[src/rtl/cache_wb_ctrl_if.sv]
// RAM-side req/ack bus of the write-back cache controller.
// The master drives a transfer request; the slave answers with ack and read data.
interface cache_wb_ctrl_if #(
    parameter int WIDTH = 8,
    parameter int AW    = 8
);
    logic             RAM_req;
    logic             RAM_we;
    logic [AW-1:0]    RAM_addr;
    logic [WIDTH-1:0] RAM_data_out;
    logic [WIDTH-1:0] RAM_data_in;
    logic             RAM_ack;

    modport master (
        output RAM_req, RAM_we, RAM_addr, RAM_data_out,
        input  RAM_data_in, RAM_ack
    );

    modport slave (
        input  RAM_req, RAM_we, RAM_addr, RAM_data_out,
        output RAM_data_in, RAM_ack
    );
endinterface

[src/rtl/cache_wb_ctrl.sv]
// Set-associative write-back cache controller: multi-word lines, LRU replacement, req/ack RAM bus.
// Define CACHE_STATS_EN to add saturating hit/miss/writeback counters as outputs.
module cache_wb_ctrl #(
    parameter int WIDTH      = 8,
    parameter int WAYS       = 4,
    parameter int TOTAL_SIZE = 32,
    parameter int LINE_WORDS = 2,
    parameter int RAM_DEPTH  = 256,
    localparam int AW        = $clog2(RAM_DEPTH)
) (
    input  logic             clk,
    input  logic             rst,
    input  logic             re,
    input  logic             we,
    input  logic [AW-1:0]    addr,
    input  logic [WIDTH-1:0] data_in,
    output logic             ready,
    output logic             done,
    output logic [WIDTH-1:0] data_out,
    cache_wb_ctrl_if.master  ram
`ifdef CACHE_STATS_EN
    ,
    output logic [15:0]      hit_count,
    output logic [15:0]      miss_count,
    output logic [15:0]      wb_count
`endif
);

    localparam int SETS  = TOTAL_SIZE / (WAYS * LINE_WORDS);
    localparam int OFF_B = $clog2(LINE_WORDS);
    localparam int IDX_B = $clog2(SETS);
    localparam int OFF_W = (OFF_B > 0) ? OFF_B : 1;
    localparam int IDX_W = (IDX_B > 0) ? IDX_B : 1;
    localparam int TAG_W = AW - OFF_B - IDX_B;
    localparam int WAY_W = $clog2(WAYS);

    typedef enum logic [2:0] {IDLE, LOOKUP, WRITEBACK, REFILL, RESPOND} state_t;

    state_t           state;
    logic [AW-1:0]    req_addr;
    logic             req_write;
    logic [WIDTH-1:0] req_data;
    logic [WAY_W-1:0] way_q;
    logic [OFF_W-1:0] cnt;

    logic [TAG_W-1:0] tag_mem  [WAYS][SETS];
    logic [WIDTH-1:0] data_mem [WAYS][SETS][LINE_WORDS];
    logic [WAYS-1:0]  valid    [SETS];
    logic [WAYS-1:0]  dirty    [SETS];
    logic [WAY_W-1:0] age      [SETS][WAYS];

    logic [OFF_W-1:0] req_off;
    logic [IDX_W-1:0] req_idx;
    logic [TAG_W-1:0] req_tag;
    logic [OFF_W-1:0] next_cnt;
    logic             last_word;
    logic             xfer_ack;
    logic             fill_we;
    logic             hit_we;

    assign req_off   = OFF_W'(req_addr % AW'(LINE_WORDS));
    assign req_idx   = IDX_W'((req_addr >> OFF_B) % AW'(SETS));
    assign req_tag   = TAG_W'(req_addr >> (OFF_B + IDX_B));
    assign next_cnt  = cnt + 1'b1;
    assign last_word = (cnt == OFF_W'(LINE_WORDS - 1));
    assign xfer_ack  = ram.RAM_req && ram.RAM_ack;
    assign fill_we   = !rst && state == REFILL && xfer_ack;
    assign hit_we    = !rst && state == RESPOND && req_write;
    assign ready     = (state == IDLE);

    function automatic logic [AW-1:0] line_addr(input logic [TAG_W-1:0] t,
                                                input logic [IDX_W-1:0] i,
                                                input logic [OFF_W-1:0] o);
        return (AW'(t) << (OFF_B + IDX_B)) | (AW'(i) << OFF_B) | AW'(o);
    endfunction

    logic             hit;
    logic [WAY_W-1:0] hit_way;
    logic [WAY_W-1:0] victim;

    always_comb begin
        // NOTE: every output gets a default first so no path leaves it unassigned (no latch).
        hit     = 1'b0;
        hit_way = '0;
        victim  = '0;
        for (int w = 0; w < WAYS; w++) begin
            if (!hit && valid[req_idx][w] && tag_mem[w][req_idx] == req_tag) begin
                hit     = 1'b1;
                hit_way = WAY_W'(w);
            end
        end
        // Descending scans leave the lowest-numbered match; invalid ways take priority over LRU.
        for (int w = WAYS - 1; w >= 0; w--)
            if (age[req_idx][w] == WAY_W'(WAYS - 1)) victim = WAY_W'(w);
        for (int w = WAYS - 1; w >= 0; w--)
            if (!valid[req_idx][w]) victim = WAY_W'(w);
    end

    // NOTE: tag and data arrays have no reset; they are only observed once the valid bit is set.
    always_ff @(posedge clk) begin
        if (fill_we) data_mem[way_q][req_idx][cnt] <= ram.RAM_data_in;
        if (fill_we && last_word) tag_mem[way_q][req_idx] <= req_tag;
        if (hit_we) data_mem[way_q][req_idx][req_off] <= req_data;
    end

    // NOTE: all sequential state uses non-blocking assignments so every read sees pre-edge values.
    always_ff @(posedge clk) begin
        if (rst) begin
            state            <= IDLE;
            done             <= 1'b0;
            data_out         <= '0;
            ram.RAM_req      <= 1'b0;
            ram.RAM_we       <= 1'b0;
            ram.RAM_addr     <= '0;
            ram.RAM_data_out <= '0;
            req_addr         <= '0;
            req_write        <= 1'b0;
            req_data         <= '0;
            way_q            <= '0;
            cnt              <= '0;
            for (int s = 0; s < SETS; s++) begin
                valid[s] <= '0;
                dirty[s] <= '0;
                for (int w = 0; w < WAYS; w++) age[s][w] <= WAY_W'(w);
            end
`ifdef CACHE_STATS_EN
            hit_count  <= '0;
            miss_count <= '0;
            wb_count   <= '0;
`endif
        end else begin
            done <= 1'b0;
            case (state)
                IDLE: if (re || we) begin
                    req_addr  <= addr;
                    req_write <= we;
                    req_data  <= data_in;
                    state     <= LOOKUP;
                end
                LOOKUP: begin
                    cnt <= '0;
                    if (hit) begin
                        way_q <= hit_way;
                        state <= RESPOND;
`ifdef CACHE_STATS_EN
                        if (hit_count != 16'hFFFF) hit_count <= hit_count + 16'd1;
`endif
                    end else begin
                        way_q <= victim;
`ifdef CACHE_STATS_EN
                        if (miss_count != 16'hFFFF) miss_count <= miss_count + 16'd1;
                        if (valid[req_idx][victim] && dirty[req_idx][victim] && wb_count != 16'hFFFF)
                            wb_count <= wb_count + 16'd1;
`endif
                        if (valid[req_idx][victim] && dirty[req_idx][victim]) state <= WRITEBACK;
                        else state <= REFILL;
                    end
                end
                WRITEBACK: begin
                    if (!ram.RAM_req) begin
                        ram.RAM_req      <= 1'b1;
                        ram.RAM_we       <= 1'b1;
                        ram.RAM_addr     <= line_addr(tag_mem[way_q][req_idx], req_idx, cnt);
                        ram.RAM_data_out <= data_mem[way_q][req_idx][cnt];
                    end else if (ram.RAM_ack) begin
                        if (last_word) begin
                            ram.RAM_req <= 1'b0;
                            cnt         <= '0;
                            state       <= REFILL;
                        end else begin
                            cnt              <= next_cnt;
                            ram.RAM_addr     <= line_addr(tag_mem[way_q][req_idx], req_idx, next_cnt);
                            ram.RAM_data_out <= data_mem[way_q][req_idx][next_cnt];
                        end
                    end
                end
                REFILL: begin
                    if (!ram.RAM_req) begin
                        ram.RAM_req  <= 1'b1;
                        ram.RAM_we   <= 1'b0;
                        ram.RAM_addr <= line_addr(req_tag, req_idx, cnt);
                    end else if (ram.RAM_ack) begin
                        if (last_word) begin
                            ram.RAM_req           <= 1'b0;
                            valid[req_idx][way_q] <= 1'b1;
                            dirty[req_idx][way_q] <= 1'b0;
                            state                 <= RESPOND;
                        end else begin
                            cnt          <= next_cnt;
                            ram.RAM_addr <= line_addr(req_tag, req_idx, next_cnt);
                        end
                    end
                end
                RESPOND: begin
                    done <= 1'b1;
                    if (req_write) dirty[req_idx][way_q] <= 1'b1;
                    else data_out <= data_mem[way_q][req_idx][req_off];
                    for (int w = 0; w < WAYS; w++)
                        if (age[req_idx][w] < age[req_idx][way_q])
                            age[req_idx][w] <= age[req_idx][w] + 1'b1;
                    age[req_idx][way_q] <= '0;
                    state <= IDLE;
                end
                default: state <= IDLE;
            endcase
        end
    end

endmodule
[src/flat_wrapper.sv]
// flat-port wrapper written by rule: the top's interface ports become plain ports
module cache_wb_ctrl_flat 
#(
    parameter int WIDTH      = 8,
    parameter int WAYS       = 4,
    parameter int TOTAL_SIZE = 32,
    parameter int LINE_WORDS = 2,
    parameter int RAM_DEPTH  = 256,
    localparam int AW        = $clog2(RAM_DEPTH)
)
  (clk, rst, re, we, addr, data_in, ready, done, data_out, ram_RAM_req, ram_RAM_we, ram_RAM_addr, ram_RAM_data_out, ram_RAM_data_in, ram_RAM_ack);
  cache_wb_ctrl_if #(.WIDTH(WIDTH)) ram_i ();
  input  logic clk;
  input  logic rst;
  input  logic re;
  input  logic we;
  input  logic [AW-1:0] addr;
  input  logic [WIDTH-1:0] data_in;
  output logic ready;
  output logic done;
  output logic [WIDTH-1:0] data_out;
  output wire logic [$bits(ram_i.RAM_req)-1:0] ram_RAM_req;
  output wire logic [$bits(ram_i.RAM_we)-1:0] ram_RAM_we;
  output wire logic [$bits(ram_i.RAM_addr)-1:0] ram_RAM_addr;
  output wire logic [$bits(ram_i.RAM_data_out)-1:0] ram_RAM_data_out;
  input wire logic [$bits(ram_i.RAM_data_in)-1:0] ram_RAM_data_in;
  input wire logic [$bits(ram_i.RAM_ack)-1:0] ram_RAM_ack;
  assign ram_RAM_req = ram_i.RAM_req;
  assign ram_RAM_we = ram_i.RAM_we;
  assign ram_RAM_addr = ram_i.RAM_addr;
  assign ram_RAM_data_out = ram_i.RAM_data_out;
  assign ram_i.RAM_data_in = ram_RAM_data_in;
  assign ram_i.RAM_ack = ram_RAM_ack;
  cache_wb_ctrl #(.WIDTH(WIDTH), .WAYS(WAYS), .TOTAL_SIZE(TOTAL_SIZE), .LINE_WORDS(LINE_WORDS), .RAM_DEPTH(RAM_DEPTH)) u_core (.clk(clk), .rst(rst), .re(re), .we(we), .addr(addr), .data_in(data_in), .ready(ready), .done(done), .data_out(data_out), .ram(ram_i));
endmodule
[config.mk]
export PLATFORM = sky130hd
export DESIGN_NAME = cache_wb_ctrl_flat
export DESIGN_NICKNAME = d
export VERILOG_FILES = /design/src/rtl/cache_wb_ctrl_if.sv /design/src/rtl/cache_wb_ctrl.sv /design/src/flat_wrapper.sv
export SDC_FILE = /design/constraint.sdc
export NUM_CORES = 1
export LEC_CHECK = 0
export ABC_AREA = 1
export ABC_CLOCK_PERIOD_IN_PS = 3900
export BUFFER_PORTS_ARGS = -buffer_cell sky130_fd_sc_hd__buf_4
export CAP_MARGIN = 20
export CORE_ASPECT_RATIO = 1.1
export CORE_UTILIZATION = 40
export CTS_CLUSTER_DIAMETER = 30
export DETAILED_ROUTE_END_ITERATION = 10
export SYNTH_ARGS = -nofsm -noshare
export SYNTH_HDL_FRONTEND = slang
export SYNTH_SLANG_ARGS = --single-unit
[constraint.sdc]
create_clock -name clk -period 3.9 [get_ports clk]
set_input_delay 1.17 -clock clk [delete_from_list [all_inputs] [get_ports clk]]
set_output_delay 1.17 -clock clk [all_outputs]
set_load 0.05 [all_outputs]
# Word-level counts from Yosys, hierarchy flattened
# Memory sizes are Yosys's and may differ from the RTL's. A register that Yosys moved wholly into a read port is not among the register bits.
# Index checks and enable logic that the tools add are counted.
[word_totals]
regBits = 50
ram_bits = 400
inputBits = 29
output_inout_bits = 28
wordCells = 420
memories = 5
[memory_table]
columns = ["name", "depth", "width", "read_ports", "rd_clocked_by_memory_dff", "write_ports", "line", "source"]
rows = [
  ["u_core.data_mem", 4, 64, 1, 1, 1, "cache_wb_ctrl.sv:47", "logic [WIDTH-1:0] data_mem [WAYS][SETS][LINE_WORDS];"],
  ["u_core.tag_mem", 4, 20, 5, 1, 1, "cache_wb_ctrl.sv:46", "logic [TAG_W-1:0] tag_mem [WAYS][SETS];"],
  ["u_core.age", 4, 8, 1, 1, 4, "cache_wb_ctrl.sv:50", "logic [WAY_W-1:0] age [SETS][WAYS];"],
  ["u_core.dirty", 4, 4, 1, 1, 4, "cache_wb_ctrl.sv:49", "logic [WAYS-1:0] dirty [SETS];"],
  ["u_core.valid", 4, 4, 1, 1, 4, "cache_wb_ctrl.sv:48", "logic [WAYS-1:0] valid [SETS];"],
]
[classes]
add_sub_neg = 5
order_cmp = 16
eq_ne = 27
muxes = 229
bitwise_logic = 88
n_reduce_logical = 38
[op_table]
columns = ["operator", "n"]
rows = [
  ["8-bit 2-to-1 mux", 23],
  ["64-bit 2-to-1 mux", 2],
  ["1-bit 2-to-1 mux", 127],
  ["1-bit OR", 76],
  ["16-bit demux with 2-bit select", 2],
  ["16-bit 2-to-1 mux", 4],
  ["5-bit 2-to-1 mux", 11],
  ["2-bit 2-to-1 mux", 27],
  ["5-bit binary-select mux with 2-bit select", 5],
  ["16-bit binary-select mux with 2-bit select", 1],
  ["8-bit by 1-bit OR with 8-bit output", 4],
  ["3-bit 2-to-1 mux", 8],
  ["4-bit 2-to-1 mux", 6],
  ["5-bit equality test", 4],
  ["20-bit 2-to-1 mux", 1],
  ["1-bit logical AND", 19],
  ["8-bit demux with 1-bit select", 2],
  ["8-bit by 3-bit OR with 8-bit output", 2],
  ["8-bit case mux with 2 select lines", 1],
  ["2-bit inequality test (second input constant)", 6],
  ["3-bit inequality test (second input constant)", 4],
  ["3-bit case mux with 4 select lines", 1],
  ["5-bit demux with 2-bit select", 1],
  ["2-bit by 1-bit inequality test with 1-bit output (second input constant)", 5],
  ["34 further kinds", 61],
]

# Logic depth before layout (Yosys ltp)
[logic_depth]
depth_word = 22
mapped_depth = 18
ltp_nobuf = 17

# Worst setup path after synthesis
# Ideal clock, no wire load.
[synth_path]
kind = "input to register"
start = "input rst"
end = "memory u_core.data_mem[1][10] (netlist bit), enable pin"
arrival_ns = 2.580
t_required_ns = 3.530
slack_ns = 0.950
cell_stages = 9
n_path_buf = 0
cell_sequence = "inv_2 -> nand3_2 -> nor2_1 -> inv_1 -> nor2_1 -> inv_2 -> o21ai_0 -> nand2_1 -> nor2_1"
[synth_via]
elab_chain_len = 6
[synth_lines]
columns = ["item", "line", "source"]
rows = [
  ["from (decl)", "flat_wrapper.sv:14", "input logic rst;"],
  ["1-bit zero test *", "cache_wb_ctrl.sv:67, cache_wb_ctrl.sv:68", ""],
  ["1-bit logical AND, on equally long branches (2 in series)", "cache_wb_ctrl.sv:67, cache_wb_ctrl.sv:68", ""],
  ["1-bit 2-to-1 mux, on equally long branches", "cache_wb_ctrl.sv:101, cache_wb_ctrl.sv:103", ""],
  ["64-bit 2-to-1 mux, on equally long branches", "cache_wb_ctrl.sv:101, cache_wb_ctrl.sv:103", ""],
  ["1-bit OR (no line) *", "--", ""],
  ["to (decl)", "cache_wb_ctrl.sv:47", ""],
]
# Every way passes the cells marked *; elsewhere a longest branch is shown, timed or not.

# Final worst setup path
[layout_path]
start = "register u_core.req_addr[1]"
end = "memory u_core.data_mem[0][40] (netlist bit) (data pin)"
[layout_via]
elab_chain_len = 7
[layout_lines]
columns = ["item", "line", "source"]
rows = [
  ["from (decl)", "cache_wb_ctrl.sv:40", "logic [AW-1:0] req_addr;"],
  ["from (signal assigned)", "cache_wb_ctrl.sv:135", "req_addr <= addr;"],
  ["2-bit NOT with 3-bit output (implied by the code) *", "cache_wb_ctrl.sv:103", "if (hit_we) data_mem[way_q][req_idx][req_off] <= req_data;"],
  ["3-bit >= comparator (implied by the code) or 3-bit by 1-bit < comparator with 1-bit output (tied branches)", "cache_wb_ctrl.sv:103", ""],
  ["1-bit logical AND (implied by the code)", "cache_wb_ctrl.sv:103", ""],
  ["16-bit 2-to-1 mux (implied by the code)", "cache_wb_ctrl.sv:103", ""],
  ["16-bit demux with 2-bit select *", "cache_wb_ctrl.sv:103", ""],
  ["64-bit 2-to-1 mux (implied by the code) *", "cache_wb_ctrl.sv:103", ""],
  ["1-bit 2-to-1 mux (no line) *", "--", ""],
]
# Marked as above.

==> results.json <==
{
  "number_of_global_route_vias_before_repair": 15800,
  "synth_sequential_area_ratio_pct": 63.4,
  "worst_r2r_path_depth": 5,
  "dr.first_iter.drc_count": 1795,
  "cts_tree": "built",
  "dp.cells": 2782,
  "cts-root-buf": "sky130_fd_sc_hd__clkbuf_16",
  "starting_utilization_of_the_core_area_pct": 40.8,
  "floorplan.rows": 86,
  "synthesis.nets": 2177,
  "setup-tns-final_ns": 0,
  "layout.cells.most_common": "sky130_fd_sc_hd__nand2_1",
  "netlist-cell-type-count": 38,
  "critPathMaxStageDelay_ns": 0.87,
  "cts.repair_timing.setup_buffer_count": 0,
  "drive_above_1_share_pct": 13.2,
  "post_layout_cell_count": 2945,
  "crit_start": "u_core.req_addr[1]",
  "grt_max_degree": 139,
  "cell_chain_of_the_critical_path": "buf_4 > nand2_1 > inv_1 > nand2_1 > o21ai_0",
  "finalCriticalPeriod_ns": 3.36,
  "die_y_microns": 240,
  "clk_pin_slew_worst_paths_ns": 0.05,
  "flow.area_growth_from_synthesis_pct": 20.6,
  "worstSkewPairLatency_ns": 0.62,
  "worst-endpoint-arrival_ns": 3.69,
  "crit_path_start_kind": "flop",
  "syn-mean-instance-area_sq_um": 9.65,
  "hp-class": "flop to flop",
  "critPathMostFrequentCell": "sky130_fd_sc_hd__nand2_1",
  "outcome": "completed",
  "drt_first_pass_iters": 6,
  "setup-violations-final": 0,
  "multi_input_comb_area_sq_um": 6580,
  "max_clock_freq_mhz": 298,
  "clock-skew-final_ns": 0.0203,
  "minimum_setup_slack_among_reg_to_reg_paths_ns": 0.54,
  "final-max-slew-violation-count": 0,
  "avgViaCountPerCell": 5.55,
  "placement.io_buffers": 56,
  "reg2reg_from": "u_core.req_addr[1]",
  "antenna_cells": 0,
  "timing.critical_path.slowest_stage_cell": "sky130_fd_sc_hd__dfxtp_1",
  "route.vias.total": 16300,
  "worst-slew-pin-transition_ns": 1.10,
  "final_hold_fails": 0,
  "critical_path_peak_fanout": 20,
  "die_area_sq_um": 52500,
  "postRouteWirelength_microns": 62200,
  "num-fill-cells": 4640,
  "routabilityCongestion": 0.909,
  "crit-reg2reg-capture": "u_core.data_mem[0][40]",
  "place.detailed.hpwl_microns": 41200,
  "number_of_h_tree_levels": 3,
  "cts_resized": 0,
  "leftover_overflow_at_the_end_of_global_routing": 0,
  "cts_inserted_buffers": 87,
  "design.core.area_sq_um": 50600,
  "synth_cells": 2139,
  "num-nets-final": 2249,
  "floorplan.die.width_microns": 219,
  "finalCritPeriodShare_pct": 86.1,
  "crit_end": "u_core.data_mem[0][40]",
  "drv_cap": 0,
  "cell_area_after_synthesis_sq_um": 20600,
  "rsz0062_at_grt": "false",
  "ys.warnings.count": 0,
  "routedWlPerCell_microns": 21.1,
  "timing.critical_path.required_ns": 4.23,
  "worst_slew_margin_rel_pct": 25.6,
  "grt_first_pass_wirelength_microns": 93800,
  "ant_nets": 0,
  "postSynthRegisterBits": 454,
  "crit_path_end_kind": "flop",
  "clock_sink_count": 454,
  "area_used_by_sequential_logic_in_the_layout_sq_um": 13100,
  "clockBufferDepth": 3,
  "cts_hold_buffers": 0,
  "antenna_found_initial": 0,
  "grt_util_all_layers_pct": 23.9,
  "mostFrequentLayoutCells": "sky130_fd_sc_hd__nand2_1, sky130_fd_sc_hd__edfxtp_1, sky130_fd_sc_hd__o21ai_0",
  "power.static_leakage_nw": 9.39,
  "ir_drop_v": 0.000396,
  "power_per_cell_area_nw_per_um2": 774,
  "remaining_drc_errors": 0,
  "timing_worst_setup_path_type": "flop to flop",
  "pin_count": 57
}
cells in the mapped netlist, drive strengths merged:
cell type	n	area, sq um
a31oi	3	18.8
nand2	521	1960
nor3	2	10.0
xnor2	1	8.76
o211ai	39	293
a21oi	68	340
o31ai	2	20.0
buf	40	206
nor4	2	27.5
clkbuf	90	348
o21a	2	15.0
a32oi	1	8.76
nand3	66	340
o21ai	305	1530
ha	9	113
clkinv	4	15.0
nand4	14	87.6
nor2	314	1220
a221oi	1	8.76
o22ai	81	507
dfxtp	54	1080
a211oi	1	7.51
o21bai	1	7.51
edfxtp	400	12000
a22oi	4	30.0
inv	112	420
and2	2	12.5
how the worst min path moves through the flow:
stage | start | end | slack [ns] | depth (start not counted)
after floorplan | u_core.req_write | u_core.req_write | 0.45 | 2
after global placement | u_core.ram.RAM_addr[6] | u_core.ram.RAM_addr[6] | 0.46 | 2
after detailed placement | u_core.ram.RAM_addr[6] | u_core.ram.RAM_addr[6] | 0.46 | 2
after CTS | u_core.ram.RAM_addr[6] | u_core.ram.RAM_addr[6] | 0.47 | 2
after global routing | u_core.ram.RAM_addr[3] | u_core.ram.RAM_addr[3] | 0.49 | 2
final | u_core.ram.RAM_addr[7] | u_core.ram.RAM_addr[7] | 0.47 | 2
metrics by stage:
| stage | power [W] | cell area, sq um | worst slack (ns) | util [%] | hold WS [ns] |
|---|---|---|---|---|---|
| after global routing | 0.0201 | 24900 | 0.295 | 49.2 | 0.487 |
| after detailed placement | 0.0116 | 21900 | 0.221 | 43.2 | 0.461 |
| after floorplan | 0.00947 | 20600 | 0.950 | - | 0.454 |
| final | 0.0193 | 24900 | 0.541 | 49.2 | 0.468 |
| after CTS | 0.0193 | 24900 | 0.534 | 49.2 | 0.468 |
| after global placement | 0.0116 | 21900 | 0.292 | 43.2 | 0.462 |
critical path: cells and delay by family, from the launching register on:
| family | cells | cell delay (ns) |
|---|---|---|
| DFF | 1 | 0.87 |
| buffers and inverters | 2 | 0.91 |
| and+or+nand+nor | 2 | 0.68 |
| AOI/OAI and AO/OA | 1 | 0.60 |
layer usage:
layer / wire [microns] / GRT usage [%]
met5: 0 / 0
met4: 2560 / 11.3
met3: 5070 / 3.55
met2: 29400 / 39.3
met1: 25200 / 31.1
cell type report:
| class | instances | share of cell area (%) |
|---|---|---|
| tap | 660 | 3.32 |
| multi-input combinational | 1439 | 26.4 |
| timing repair buffer | 113 | 3.66 |
| clock buffer | 98 | 9.12 |
| inverter | 116 | 1.76 |
| clock inverter | 65 | 3.12 |
| sequential | 454 | 52.6 |
sequential cells by signal (all words and copies together) (netlist names), 2 cells and up, named ones only:
register and cells:
u_core.ram.RAM_addr 8, u_core.data_out 8, u_core.age 32, u_core.req_addr 8
u_core.way_q 2, u_core.data_mem 256, u_core.valid 16, u_core.ram.RAM_data_out 8
u_core.state 3, u_core.dirty 16, u_core.req_data 8, u_core.tag_mem 80
cell families after synthesis:
logic type | share of synthesized area [%]
xor+xnor | 0.0424
buf+inv | 4.79
simple gates | 17.7
fa+ha+maj | 0.545
compound gates | 13.5
flops | 63.4
power breakdown:
group	leakage, nW	switching (W)	total (W)	internal [W]
Combinational	3.84	0.00404	0.00555	0.00150
Clock	1.47	0.00268	0.00768	0.00501
Sequential	4.08	0.000476	0.00605	0.00558
Total	9.39	0.00720	0.0193	0.0121
(Power assumes the default switching activity.)
